$ cat src/rtl/seed_loader_if.sv
// Board RAM row-write port: one row of cells per valid/ready handshake.
interface seed_loader_if #(
    parameter int unsigned W = 16,
    parameter int unsigned H = 16
);
    localparam int unsigned RW = (H > 1) ? $clog2(H) : 1;

    logic          wr_valid;
    logic          wr_ready;
    logic [RW-1:0] wr_row;
    logic [W-1:0]  wr_data;

    // Loader side presents the write, memory side accepts it.
    modport master (output wr_valid, output wr_row, output wr_data, input wr_ready);
    modport slave  (input wr_valid, input wr_row, input wr_data, output wr_ready);
endinterface

$ cat src/rtl/seed_loader.sv
// Copies a snapshotted seed into the life board one row per write handshake,
// holding the generation engine and counting live cells as rows are accepted.
module seed_loader #(
    parameter int unsigned W      = 16,
    parameter int unsigned H      = 16,
    parameter int unsigned SEED_W = W * H,
    localparam int unsigned RW    = (H > 1) ? $clog2(H) : 1,
    localparam int unsigned PW    = $clog2(SEED_W + 1)
) (
    input  logic              clk,
    input  logic              rst,
    input  logic              start_i,
    input  logic [SEED_W-1:0] seed_i,
    seed_loader_if.master     wr,
    output logic              busy_o,
    output logic              gen_hold_o,
    output logic              done_o,
    output logic [PW-1:0]     population_o,
    output logic              zero_seed_o
);

    typedef enum logic [1:0] {
        S_IDLE = 2'd0,
        S_LOAD = 2'd1,
        S_DONE = 2'd2
    } state_t;

    state_t            state_q;
    logic [SEED_W-1:0] snap_q;
    logic [RW-1:0]     row_q;
    logic [RW-1:0]     row_d;
    logic              wr_valid_q;
    logic [W-1:0]      wr_data_q;
    logic              busy_q;
    logic              done_q;
    logic [PW-1:0]     population_q;
    logic              zero_seed_q;

    // Number of live cells in one row.
    function automatic logic [PW-1:0] popcount(input logic [W-1:0] v);
        logic [PW-1:0] c;
        c = '0;
        for (int i = 0; i < int'(W); i++) begin
            c = c + PW'(v[i]);
        end
        return c;
    endfunction

    assign row_d = row_q + RW'(1);

    // Load sequencer: capture seed, stream rows, pulse done.
    always_ff @(posedge clk) begin
        if (rst) begin
            state_q      <= S_IDLE;
            snap_q       <= '0;
            row_q        <= '0;
            wr_valid_q   <= 1'b0;
            wr_data_q    <= '0;
            busy_q       <= 1'b0;
            done_q       <= 1'b0;
            population_q <= '0;
            zero_seed_q  <= 1'b0;
        end else begin
            case (state_q)
                S_IDLE: begin
                    if (start_i) begin
                        snap_q       <= seed_i;
                        row_q        <= '0;
                        wr_valid_q   <= 1'b1;
                        wr_data_q    <= seed_i[W-1:0];
                        busy_q       <= 1'b1;
                        population_q <= '0;
                        zero_seed_q  <= (seed_i == '0);
                        state_q      <= S_LOAD;
                    end
                end
                S_LOAD: begin
                    // A presented write stays put until the memory takes it.
                    if (wr_valid_q && wr.wr_ready) begin
                        population_q <= population_q + popcount(wr_data_q);
                        if (row_q == RW'(H - 1)) begin
                            wr_valid_q <= 1'b0;
                            done_q     <= 1'b1;
                            state_q    <= S_DONE;
                        end else begin
                            row_q     <= row_d;
                            wr_data_q <= snap_q[32'(row_d) * W +: W];
                        end
                    end
                end
                S_DONE: begin
                    done_q  <= 1'b0;
                    busy_q  <= 1'b0;
                    state_q <= S_IDLE;
                end
                default: begin
                    state_q    <= S_IDLE;
                    wr_valid_q <= 1'b0;
                    busy_q     <= 1'b0;
                    done_q     <= 1'b0;
                end
            endcase
        end
    end

    assign wr.wr_valid   = wr_valid_q;
    assign wr.wr_row     = row_q;
    assign wr.wr_data    = wr_data_q;
    assign busy_o        = busy_q;
    assign gen_hold_o    = busy_q;
    assign done_o        = done_q;
    assign population_o  = population_q;
    assign zero_seed_o   = zero_seed_q;

endmodule
$ cat src/flat_wrapper.sv
// flat-port wrapper written by rule: the top's interface ports become plain ports
module seed_loader_flat 
#(
    parameter int unsigned W      = 16,
    parameter int unsigned H      = 16,
    parameter int unsigned SEED_W = W * H,
    localparam int unsigned RW    = (H > 1) ? $clog2(H) : 1,
    localparam int unsigned PW    = $clog2(SEED_W + 1)
)
  (clk, rst, start_i, seed_i, busy_o, gen_hold_o, done_o, population_o, zero_seed_o, wr_wr_valid, wr_wr_row, wr_wr_data, wr_wr_ready);
  seed_loader_if #(.W(W), .H(H)) wr_i ();
  input  logic clk;
  input  logic rst;
  input  logic start_i;
  input  logic [SEED_W-1:0] seed_i;
  output logic busy_o;
  output logic gen_hold_o;
  output logic done_o;
  output logic [PW-1:0] population_o;
  output logic zero_seed_o;
  output wire logic [$bits(wr_i.wr_valid)-1:0] wr_wr_valid;
  output wire logic [$bits(wr_i.wr_row)-1:0] wr_wr_row;
  output wire logic [$bits(wr_i.wr_data)-1:0] wr_wr_data;
  input wire logic [$bits(wr_i.wr_ready)-1:0] wr_wr_ready;
  assign wr_wr_valid = wr_i.wr_valid;
  assign wr_wr_row = wr_i.wr_row;
  assign wr_wr_data = wr_i.wr_data;
  assign wr_i.wr_ready = wr_wr_ready;
  seed_loader #(.W(W), .H(H), .SEED_W(SEED_W)) u_core (.clk(clk), .rst(rst), .start_i(start_i), .seed_i(seed_i), .wr(wr_i), .busy_o(busy_o), .gen_hold_o(gen_hold_o), .done_o(done_o), .population_o(population_o), .zero_seed_o(zero_seed_o));
endmodule
$ cat config.mk
export PLATFORM = sky130hd
export DESIGN_NAME = seed_loader_flat
export DESIGN_NICKNAME = d
export VERILOG_FILES = /design/src/rtl/seed_loader_if.sv /design/src/rtl/seed_loader.sv /design/src/flat_wrapper.sv
export SDC_FILE = /design/constraint.sdc
export NUM_CORES = 1
export LEC_CHECK = 0
export ABC_AREA = 1
export CORE_MARGIN = 5
export CORE_UTILIZATION = 50
export CTS_BUF_LIST = sky130_fd_sc_hd__clkbuf_4
export DETAILED_ROUTE_END_ITERATION = 10
export PLACE_DENSITY = 0.74
export REMOVE_ABC_BUFFERS = 1
export SETUP_SLACK_MARGIN = 0.1
export SLEW_MARGIN = 15
export SYNTH_ARGS = -nofsm -noshare
export SYNTH_HDL_FRONTEND = slang
export SYNTH_SLANG_ARGS = --single-unit
$ cat constraint.sdc
create_clock -name clk -period 9.45 [get_ports clk]
set_input_delay 0.945 -clock clk [delete_from_list [all_inputs] [get_ports clk]]
set_output_delay 0.945 -clock clk [all_outputs]
set_load 0.05 [all_outputs]
==> metrics.yaml <==
status: "finished, final reports clean"
rr_startpoint: "u_core.wr.wr_data[0]"
drive_above_1_share: 0.0667
r2r-end: "u_core.population_o[8]"
required_ps: 8510
yosys-top-cells-count: "inv_1, nand2_1, dfxtp_1"
grt_pass1_vias: 13900
rr_worst_depth: 14
die_w_microns: 178
startpoint: "u_core.wr.wr_row[0]"
dieArea_sq_mm: 0.0317
drcViolationCount: 0
setup_viol: 0
endpoint: "wr_wr_row[0]"
fin_setup_tns_ps: 0
cts_root_buffer: "clkbuf_4"
yosys.area.top_type: "dfxtp_1"
yosysMostFrequentCell: "inv_1"
cts_sinks: 291
crit_fanout: 72
seq_area_frac_synth: 0.412
cts_made_buffers: 78
fin_crit_ps: 4200
post_cts_buffers: 0
power.density_mw_per_mm2: 179
initial_utilization: 0.507
dp_hpwl_mm: 32.3
placementRows: 61
postCtsResizedCells: 0
post-route-period-util: 0.444
crit_cells: 2
hold_viol_final: 0
path_buf_inv: 2
num_vias: 14400
critPathKind: "reg -> out"
switchingPower_uw: 973
sw_frac_of_total: 0.300
synthToLayoutAreaGrowth_pct: 28.3
ir_drop_v: 0.0000923
grt_usage: 0.281
antenna_found_initial: 2
hold_class: "reg -> reg"
p_int_uw: 2270
synth_top_area_share: 0.412
crit_family: "buffers and inverters"
via_per_inst: 5.21
antenna_left: 0
cts_tree: "yes"
nNetsFinal: 2620
slew_violations: 0
routabilityCongestion: 0.905
synth-main-ff-cell: "dfxtp_1"
crit_slowest_cell: "clkdlybuf4s50_1"
die_h_microns: 178
final_util: 0.651
synth-edff-count: 0
clk_path_buf_depth: 3
fillerInstances: 2583
wl_per_cell_microns: 16.6
r2r_slack_ps: 5560
grt_overflow_total: 0
grt_max_degree: 101
clkTransAtPathRegs_ps: 60
ys_ff_latch: 291
crit_path_max_incr_delay_ps: 950
clock_power_share: 0.355
syn-cell-area_sq_mm: 0.0141
rsz0062_at_grt: "false"
fmax_mhz: 238
drv_cap: 0
worstMarginPinSlew_ps: 1070
yosys_warnings: 0
worstPathCellList: "buf_4, clkdlybuf4s50_1"
cts_hold_buf: 0
syn_avg_cell_area_sq_um: 6.83
wl_mm: 45.9
synth_area_leaders: "dfxtp_1, inv_1, nand3_1"
synth-async-reset-ratio: 0
cts-htree-levels: 3
drtIter0Drc: 1299
numPortBuffers: 293
fin_total_pwr_uw: 3240
finClkSkew_ps: 34.5
cp.arrival_ps: 3250
yosysUniqueCellTypes: 32
startpoint_type: "register"
synth_cells: 2070
p_comb_frac: 0.221
clk_latency_ps: 690
drt_first_pass_iters: 5
io_pins: 294
power_leakage_uw: 0.00817
core_sq_mm: 0.0279
relSlewSlack: 0.287
grt_first_pass_wirelength_mm: 71.2
p_seq_frac: 0.425
end_kind: "primary output"
## worst min path at each step
stage / from / endpoint / slack, ps / cells past startpoint
after floorplan: u_core.snap_q[122] / u_core.snap_q[122] / 430 / 2
after global placement: u_core.snap_q[116] / u_core.snap_q[116] / 440 / 2
after detailed placement: u_core.snap_q[194] / u_core.snap_q[194] / 450 / 2
after CTS: u_core.snap_q[194] / u_core.snap_q[194] / 450 / 2
after global routing: u_core.snap_q[198] / u_core.snap_q[198] / 470 / 2
final: u_core.snap_q[29] / u_core.snap_q[29] / 450 / 2
## metal layers
layer | vias to the layer above | GRT usage | routed length, microns
met5 | - | 0 | 0
met2 | 593 | 0.442 | 20900
li1 | 7188 | - | -
met4 | 0 | 0.128 | 1920
met1 | 6510 | 0.370 | 19300
met3 | 114 | 0.0610 | 3770
## cells by family after synthesis
logic type | after synthesis | share of synthesized area
AO/OA/AOI/OAI | 384 | 0.154
AND/OR/NAND/NOR | 752 | 0.232
buffers and inverters | 612 | 0.169
adder cells (fa/ha/maj) | 27 | 0.0297
XOR/XNOR | 4 | 0.00354
flip-flops | 291 | 0.412
## worst register-to-register path, cell delays in order, from the launching register on
cell	delay, ps
dfxtp_1	330
ha_1	290
inv_1	60
fa_1	420
fa_1	510
fa_1	430
fa_1	490
inv_1	40
ha_1	210
fa_1	480
nand3_1	110
nand3_1	110
nand2_1	100
nor3_1	50
nor3_1	170
## through the flow
step,worst slack [ps],cell area [sq um],hold WS (ps),std cells
final,5250,18100,453,2765
after detailed placement,5280,17100,445,2631
after global routing,5130,18100,472,2765
after CTS,5240,18100,454,2763
after floorplan,3870,13600,429,1947
after global placement,5370,17100,440,2631
## registers in the layout (all words and copies together), names as in the netlist
register             count
u_core.wr.wr_row         4
u_core.population_o      9
u_core.zero_seed_o       1
u_core.state_q           2
u_core.wr.wr_data       16
u_core.done_o            1
u_core.wr.wr_valid       1
u_core.snap_q          256
u_core.busy_o            1
## final cells by class
| cell class | count | area, sq um | area share |
|---|---|---|---|
| Antenna cell | 2 | 5.00 | 0.000276 |
| Clock buffer | 124 | 931 | 0.0513 |
| Clock inverter | 8 | 83.8 | 0.00462 |
| Inverter | 489 | 1840 | 0.101 |
| Multi-Input combinational cell | 1167 | 5950 | 0.328 |
| Sequential cell | 291 | 5830 | 0.321 |
| Tap cell | 378 | 473 | 0.0261 |
| Timing Repair Buffer | 306 | 3030 | 0.167 |
## cells in the final DEF, fill, tap and decap left out, types with 4 or more instances in the layout
master	instances
buf_4	13
nor3_1	10
a21oi_1	115
ha_1	15
clkinv_1	4
clkdlybuf4s50_1	293
nand2_1	355
dfxtp_1	290
nor2_1	73
clkbuf_4	124
nand3_1	272
o22ai_1	185
inv_2	5
inv_1	483
o21ai_0	75
fa_1	11
nand4_1	34
## power by group through the flow
stage          Sequential (uW)  Combinational (uW)  Clock, uW
2_1_floorplan             1440                 400          0
3_3_place_gp              1400                 700          0
3_5_place_dp              1400                 710          0
4_1_cts                   1380                 714       1170
5_1_grt                   1390                 797       1230
6_report                  1380                 716       1150
Power figures use the tool's default switching activity.
